## src/rtl/tt_sweep_pkg.sv

```systemverilog
// ---------------------------------------------------------------------------
// tt_sweep_pkg
// Shared types and constants for the truth-table sweep controller.
//   state_t : sweep FSM states
//   N_IN    : number of inputs of the gate under test
//   TT_W    : truth table width (2**N_IN)
//   idx_t   : input vector index
// ---------------------------------------------------------------------------
package tt_sweep_pkg;

  localparam int N_IN = 4;
  localparam int TT_W = 1 << N_IN;

  typedef logic [N_IN-1:0] idx_t;

  typedef enum logic [1:0] {
    ST_IDLE,
    ST_DRIVE,
    ST_SAMPLE,
    ST_DONE
  } state_t;

endpackage : tt_sweep_pkg

```

## src/rtl/tt_settle_timer.sv

```systemverilog
// ---------------------------------------------------------------------------
// tt_settle_timer
// Counts the settle time of one input vector. A load arms the counter with
// SETTLE_CYCLES-1; while enabled it counts down and o_expire is high in the
// last enabled cycle, so the enable window lasts exactly SETTLE_CYCLES cycles.
// Ports:
//   clk      : clock, rising edge
//   rst      : asynchronous active-high reset
//   i_load   : (re)arm the counter
//   i_en     : counting window (DRIVE state)
//   o_expire : final settle cycle of the current window
// ---------------------------------------------------------------------------
module tt_settle_timer #(
  parameter int SETTLE_CYCLES = 1
) (
  input  logic clk,
  input  logic rst,
  input  logic i_load,
  input  logic i_en,
  output logic o_expire
);

  localparam logic [3:0] LOAD_VAL = 4'(SETTLE_CYCLES - 1);

  logic [3:0] r_cnt;

  // NOTE: state is written with non-blocking assignments so every register
  // samples pre-edge values; the async reset sits in the sensitivity list.
  always_ff @(posedge clk or posedge rst) begin
    if (rst) begin
      r_cnt <= '0;
    end else if (i_load) begin
      r_cnt <= LOAD_VAL;
    end else if (i_en && (r_cnt != 4'd0)) begin
      r_cnt <= r_cnt - 4'd1;
    end
  end

  assign o_expire = i_en && (r_cnt == 4'd0);

endmodule : tt_settle_timer

```

## src/rtl/tt_sweep_ctrl.sv

```systemverilog
// ---------------------------------------------------------------------------
// tt_sweep_ctrl
// Exhaustively drives all 16 input vectors into a combinational gate, samples
// its output after a settle time and compares the captured truth table with a
// golden one latched at start.
// Ports:
//   clk, rst      : clock / asynchronous active-high reset
//   start         : begin a sweep (IDLE only; beats abort in the same cycle)
//   abort         : cancel a sweep in DRIVE/SAMPLE, no done pulse
//   expected_tt   : golden truth table, latched at accept
//   func_out      : output of the gate under test
//   func_in       : vector driven to the gate (holds last value when idle)
//   busy          : sweep in progress
//   done          : one-cycle completion pulse
//   pass          : captured == expected, held until the next accepted start
//   captured_tt   : sampled gate outputs
//   mismatch_mask : sampled bits that differ from the golden table
// Build option:
//   TT_SWEEP_FIRST_FAIL_EN : end the sweep at the first mismatching vector.
// ---------------------------------------------------------------------------
module tt_sweep_ctrl #(
  parameter int SETTLE_CYCLES = 1,
  parameter int N_IN          = tt_sweep_pkg::N_IN
) (
  input  logic                          clk,
  input  logic                          rst,
  input  logic                          start,
  input  logic                          abort,
  input  logic [tt_sweep_pkg::TT_W-1:0] expected_tt,
  input  logic                          func_out,
  output logic [N_IN-1:0]               func_in,
  output logic                          busy,
  output logic                          done,
  output logic                          pass,
  output logic [tt_sweep_pkg::TT_W-1:0] captured_tt,
  output logic [tt_sweep_pkg::TT_W-1:0] mismatch_mask
);

  import tt_sweep_pkg::*;

  state_t          r_state;
  state_t          w_next;
  idx_t            r_idx;
  logic [TT_W-1:0] r_exp;
  logic [TT_W-1:0] r_cap;
  logic [TT_W-1:0] r_mm;
  logic            r_done;
  logic            r_pass;

  logic w_expire;
  logic w_load;
  logic w_miss;
  logic w_stop;

  assign w_miss = func_out ^ r_exp[r_idx];

`ifdef TT_SWEEP_FIRST_FAIL_EN
  assign w_stop = (r_idx == idx_t'(TT_W - 1)) || w_miss;
`else
  assign w_stop = (r_idx == idx_t'(TT_W - 1));
`endif

  // Arm the settle timer on every entry into DRIVE.
  assign w_load = ((r_state == ST_IDLE) && start) ||
                  ((r_state == ST_SAMPLE) && !abort && !w_stop);

  tt_settle_timer #(
    .SETTLE_CYCLES(SETTLE_CYCLES)
  ) u_settle (
    .clk     (clk),
    .rst     (rst),
    .i_load  (w_load),
    .i_en    (r_state == ST_DRIVE),
    .o_expire(w_expire)
  );

  always_ff @(posedge clk or posedge rst) begin
    if (rst) r_state <= ST_IDLE;
    else     r_state <= w_next;
  end

  // NOTE: w_next takes its default before the case so no path leaves it
  // unassigned, which would otherwise infer a latch.
  always_comb begin
    w_next = r_state;
    case (r_state)
      ST_IDLE:   if (start) w_next = ST_DRIVE;
      ST_DRIVE: begin
        if (abort)         w_next = ST_IDLE;
        else if (w_expire) w_next = ST_SAMPLE;
      end
      ST_SAMPLE: begin
        if (abort)       w_next = ST_IDLE;
        else if (w_stop) w_next = ST_DONE;
        else             w_next = ST_DRIVE;
      end
      ST_DONE:   w_next = ST_IDLE;
      default:   w_next = ST_IDLE;
    endcase
  end

  // pass is cleared at accept, so an aborted sweep leaves it at 0.
  always_ff @(posedge clk or posedge rst) begin
    if (rst) begin
      r_idx  <= '0;
      r_exp  <= '0;
      r_cap  <= '0;
      r_mm   <= '0;
      r_done <= 1'b0;
      r_pass <= 1'b0;
    end else begin
      r_done <= 1'b0;
      case (r_state)
        ST_IDLE: begin
          if (start) begin
            r_exp  <= expected_tt;
            r_cap  <= '0;
            r_mm   <= '0;
            r_idx  <= '0;
            r_pass <= 1'b0;
          end
        end
        ST_SAMPLE: begin
          if (!abort) begin
            r_cap[r_idx] <= func_out;
            r_mm[r_idx]  <= w_miss;
            if (!w_stop) r_idx <= r_idx + idx_t'(1);
          end
        end
        ST_DONE: begin
          r_done <= 1'b1;
          r_pass <= (r_cap == r_exp);
        end
        default: ;
      endcase
    end
  end

  assign func_in       = r_idx;
  assign busy          = (r_state != ST_IDLE);
  assign done          = r_done;
  assign pass          = r_pass;
  assign captured_tt   = r_cap;
  assign mismatch_mask = r_mm;

endmodule : tt_sweep_ctrl

```

## config.mk

```make
export PLATFORM = sky130hd
export DESIGN_NAME = tt_sweep_ctrl
export DESIGN_NICKNAME = d
export VERILOG_FILES = /design/src/rtl/tt_sweep_pkg.sv /design/src/rtl/tt_settle_timer.sv /design/src/rtl/tt_sweep_ctrl.sv
export SDC_FILE = /design/constraint.sdc
export NUM_CORES = 1
export LEC_CHECK = 0
export CORE_AREA = 10 10 83 85
export DETAILED_ROUTE_END_ITERATION = 8
export DIE_AREA = 0 0 93 95
export DONT_BUFFER_PORTS = 1
export GPL_ROUTABILITY_DRIVEN = 0
export GPL_TIMING_DRIVEN = 0
export PLACE_DENSITY = 0.78
export SLEW_MARGIN = 0
export SYNTH_ARGS = -nofsm -noshare
export SYNTH_HDL_FRONTEND = slang
export SYNTH_HIERARCHICAL = 1
export SYNTH_SLANG_ARGS = --single-unit
```

## constraint.sdc

```tcl
create_clock -name clk -period 4.1 [get_ports clk]
set_input_delay 0.82 -clock clk [delete_from_list [all_inputs] [get_ports clk]]
set_output_delay 0.82 -clock clk [all_outputs]
set_load 0.05 [all_outputs]
```

==> metrics.yaml <==
synth:
  synth_edf_count: 0
  synthFlopType: "dfrtp_1"
  syn-cell-area_mm2: 0.00314
  ys_seq_area_frac: 0.478
  async_reset_ff_frac: 1.00
  syn-num-nets: 331
  avgSynthCellArea_um2: 10.3
  yosysWarnings: 6
  ys_seq_elements: 60
  synthDistinctLibCells: 45
  synthCells: 304
global_routing:
  grt_pass1_vias: 2383
  grt_max_degree: 43
  grt.total_usage: 0.186
  grt_pass1_wl_mm: 12.7
  gr-total-overflow: 0
  antenna_found_initial: 0
finish:
  diodes: 0
  design_area_mm2: 0.00349
  drive_above_1_share: 0.168
  mostFrequentLayoutCells: "60 x dfrtp_1, 26 x inv_1, 22 x o21ai_0, 20 x nand3_1, 19 x o22ai_1"
  final_common_cell: "dfrtp_1"
  syn2layout_area_growth_pct: 11.0
  final_nets: 343
clock_tree:
  post_cts_buffers: 0
  clk_pin_slew_ns: 0.06
  cts-resized-gates: 0
  cts_tree: "done"
  clkSinkCount: 60
  clockRootBuffer: "clkbuf_8"
  cts.htree.levels: 3
  clock_path_buffers: 2
  cts-buffers-inserted: 9
  insertion_delay_ns: 0.34
  cts_hold_buf: 0
timing:
  slew_viol_final: 0
  clock_skew_ns: 0.00791
  fin_crit_sh: 0.595
  rsz0062_at_grt: "no"
  hold_viol_final: 0
  fin_tns_setup_ns: 0
  relSlewSlack: 0.459
  finalSetupViolCount: 0
  tightest_slew_ns: 0.811
  fmax_mhz: 410
  final.min_clock_period_ns: 2.44
power_and_ir_drop:
  p_per_area_mw_per_mm2: 612
  swShare: 0.342
  p_leak_uw: 0.00149
  p_clk_frac: 0.293
  p_int_uw: 1400
  p_comb_frac: 0.320
  p_sw_uw: 728
  p_seq_frac: 0.387
  ir_worst_vdd_uv: 374
critical_path:
  r2r_slack_ns: 1.66
  timing.rr.start: "func_in[0]"
  crit_fanout: 8
  worstSetupEndpointType: "register"
  worstPathRequired_ns: 4.29
  critical_path.startpoint: "func_in[0]"
  cp.arrival_ns: 2.63
  crit_end: "mismatch_mask[12]"
  worst_r2r_path_depth: 5
  crit_type: "register to register"
  startpoint_type: "register"
  r2r_end: "mismatch_mask[12]"
placement:
  postPlaceCellArea_mm2: 0.00325
  dpl.hpwl_mm: 6.06
  port-buffer-count: 0
detailed_routing:
  first_pass_iters: 6
  wirelength_mm: 8.03
  vias_per_cell: 5.98
  ant_nets: 0
  vias: 2352
  drt_iter0_markers: 216
  drc: 1
  wl_per_cell_um: 20.4
floorplan:
  start_util: 0.588
  design.portCount: 60
  rows: 27
  dieWidth_um: 93
  die-area_mm2: 0.00884
  core_mm2: 0.00534
  dieHeight_um: 95
job:
  cap_violations: 0
worst_hold_path:
  hold_path.class: "input pin to asynchronous set/reset pin"
outcome:
  status: "finished, violations left"
  violations: "design-rule violations"
-- worst min-delay path by stage --
stage	to
floorplan	r_exp[13]
global placement	r_exp[8]
detailed placement	r_exp[13]
CTS	u_settle/r_cnt[0]
global route	u_settle/r_cnt[1]
finish	u_settle/r_cnt[1]
-- sequential cells by signal, summed over array words and instances, names as in the netlist --
register / cells
captured_tt: 16
done: 1
func_in: 4
mismatch_mask: 16
pass: 1
r_exp: 16
r_state: 2
u_settle/r_cnt: 4
-- per-stage QoR --
stage | cells | setup slack [ns] | util | hold WS, ns | power, µW
after floorplan | 304 | 1.91 | - | 0.515 | 1360
after global placement | 376 | 1.30 | 0.605 | 0.527 | 1480
after detailed placement | 377 | 1.68 | 0.609 | 0.540 | 1520
after CTS | 393 | 1.66 | 0.653 | 0.239 | 2140
after global routing | 393 | 1.59 | 0.653 | 0.246 | 2240
final | 393 | 1.66 | 0.653 | 0.250 | 2130
-- layout make-up --
| cell class | count | area, µm² |
|---|---|---|
| fillers | 404 | 1850 |
| multi-input cells | 198 | 1450 |
| inverters | 27 | 101 |
| plain buffers | 19 | 86.3 |
| well taps | 72 | 90.1 |
| clock buffers | 13 | 169 |
| flip-flops and latches | 60 | 1500 |
| repair buffers | 1 | 20.0 |
| clock inverters | 3 | 67.6 |
-- layer usage --
| metal | vias to the layer above | GRT usage | wire [µm] |
|---|---|---|---|
| met4 | 0 | 0.0604 | 99 |
| li1 | 1100 | - | - |
| met2 | 93 | 0.311 | 4110 |
| met1 | 1146 | 0.212 | 3030 |
| met3 | 13 | 0.0761 | 781 |
| met5 | - | 0 | 0 |
-- critical path, stage by stage (launching register included) --
cell and delay (ns):
dfrtp_1 0.72, buf_6 0.22, mux4_1 0.61, mux2i_4 0.20
xor2_2 0.39, o22ai_1 0.15
-- power groups by stage --
stage               Clock [µW]  Combinational, µW  Sequential, µW
floorplan                    0                558             798
global placement             0                656             825
detailed placement           0                682             835
CTS                        634                684             823
global route               657                743             841
finish                     626                682             824
-- cells by family (layout without fill, tap and decap cells) --
group | Yosys count | in the layout | synth area share
and+or+nand+nor | 77 | 77 | 0.134
AOI/OAI and AO/OA | 73 | 73 | 0.134
DFF | 60 | 60 | 0.478
buffers and inverters | 46 | 63 | 0.0598
muxes | 24 | 24 | 0.112
xor gates and xnor gates | 18 | 18 | 0.0586
adders and majority gates | 6 | 6 | 0.0239
-- synth_stat cells, types with 2 or more instances --
cell type	number	area, µm²
nand3_1	20	100
nand2b_1	4	25.0
nor2_1	7	26.3
mux2_2	17	191
a21oi_1	18	90.1
nand4_1	4	25.0
nand2_1	18	67.6
mux4_1	4	105
clkbuf_2	2	10.0
and2_1	2	12.5
o22ai_1	19	119
mux2i_4	2	45.0
a21o_1	2	15.0
nor3b_1	3	22.5
o21ai_1	6	30.0
dfrtp_1	60	1500
inv_1	27	101
nor2b_1	6	37.5
xor2_1	15	131
buf_2	4	20.0
nor4_1	3	18.8
clkbuf_1	12	45.0
ha_1	6	75.1
o21ai_0	22	110
Note: power is estimated with default switching activity, not from simulation.
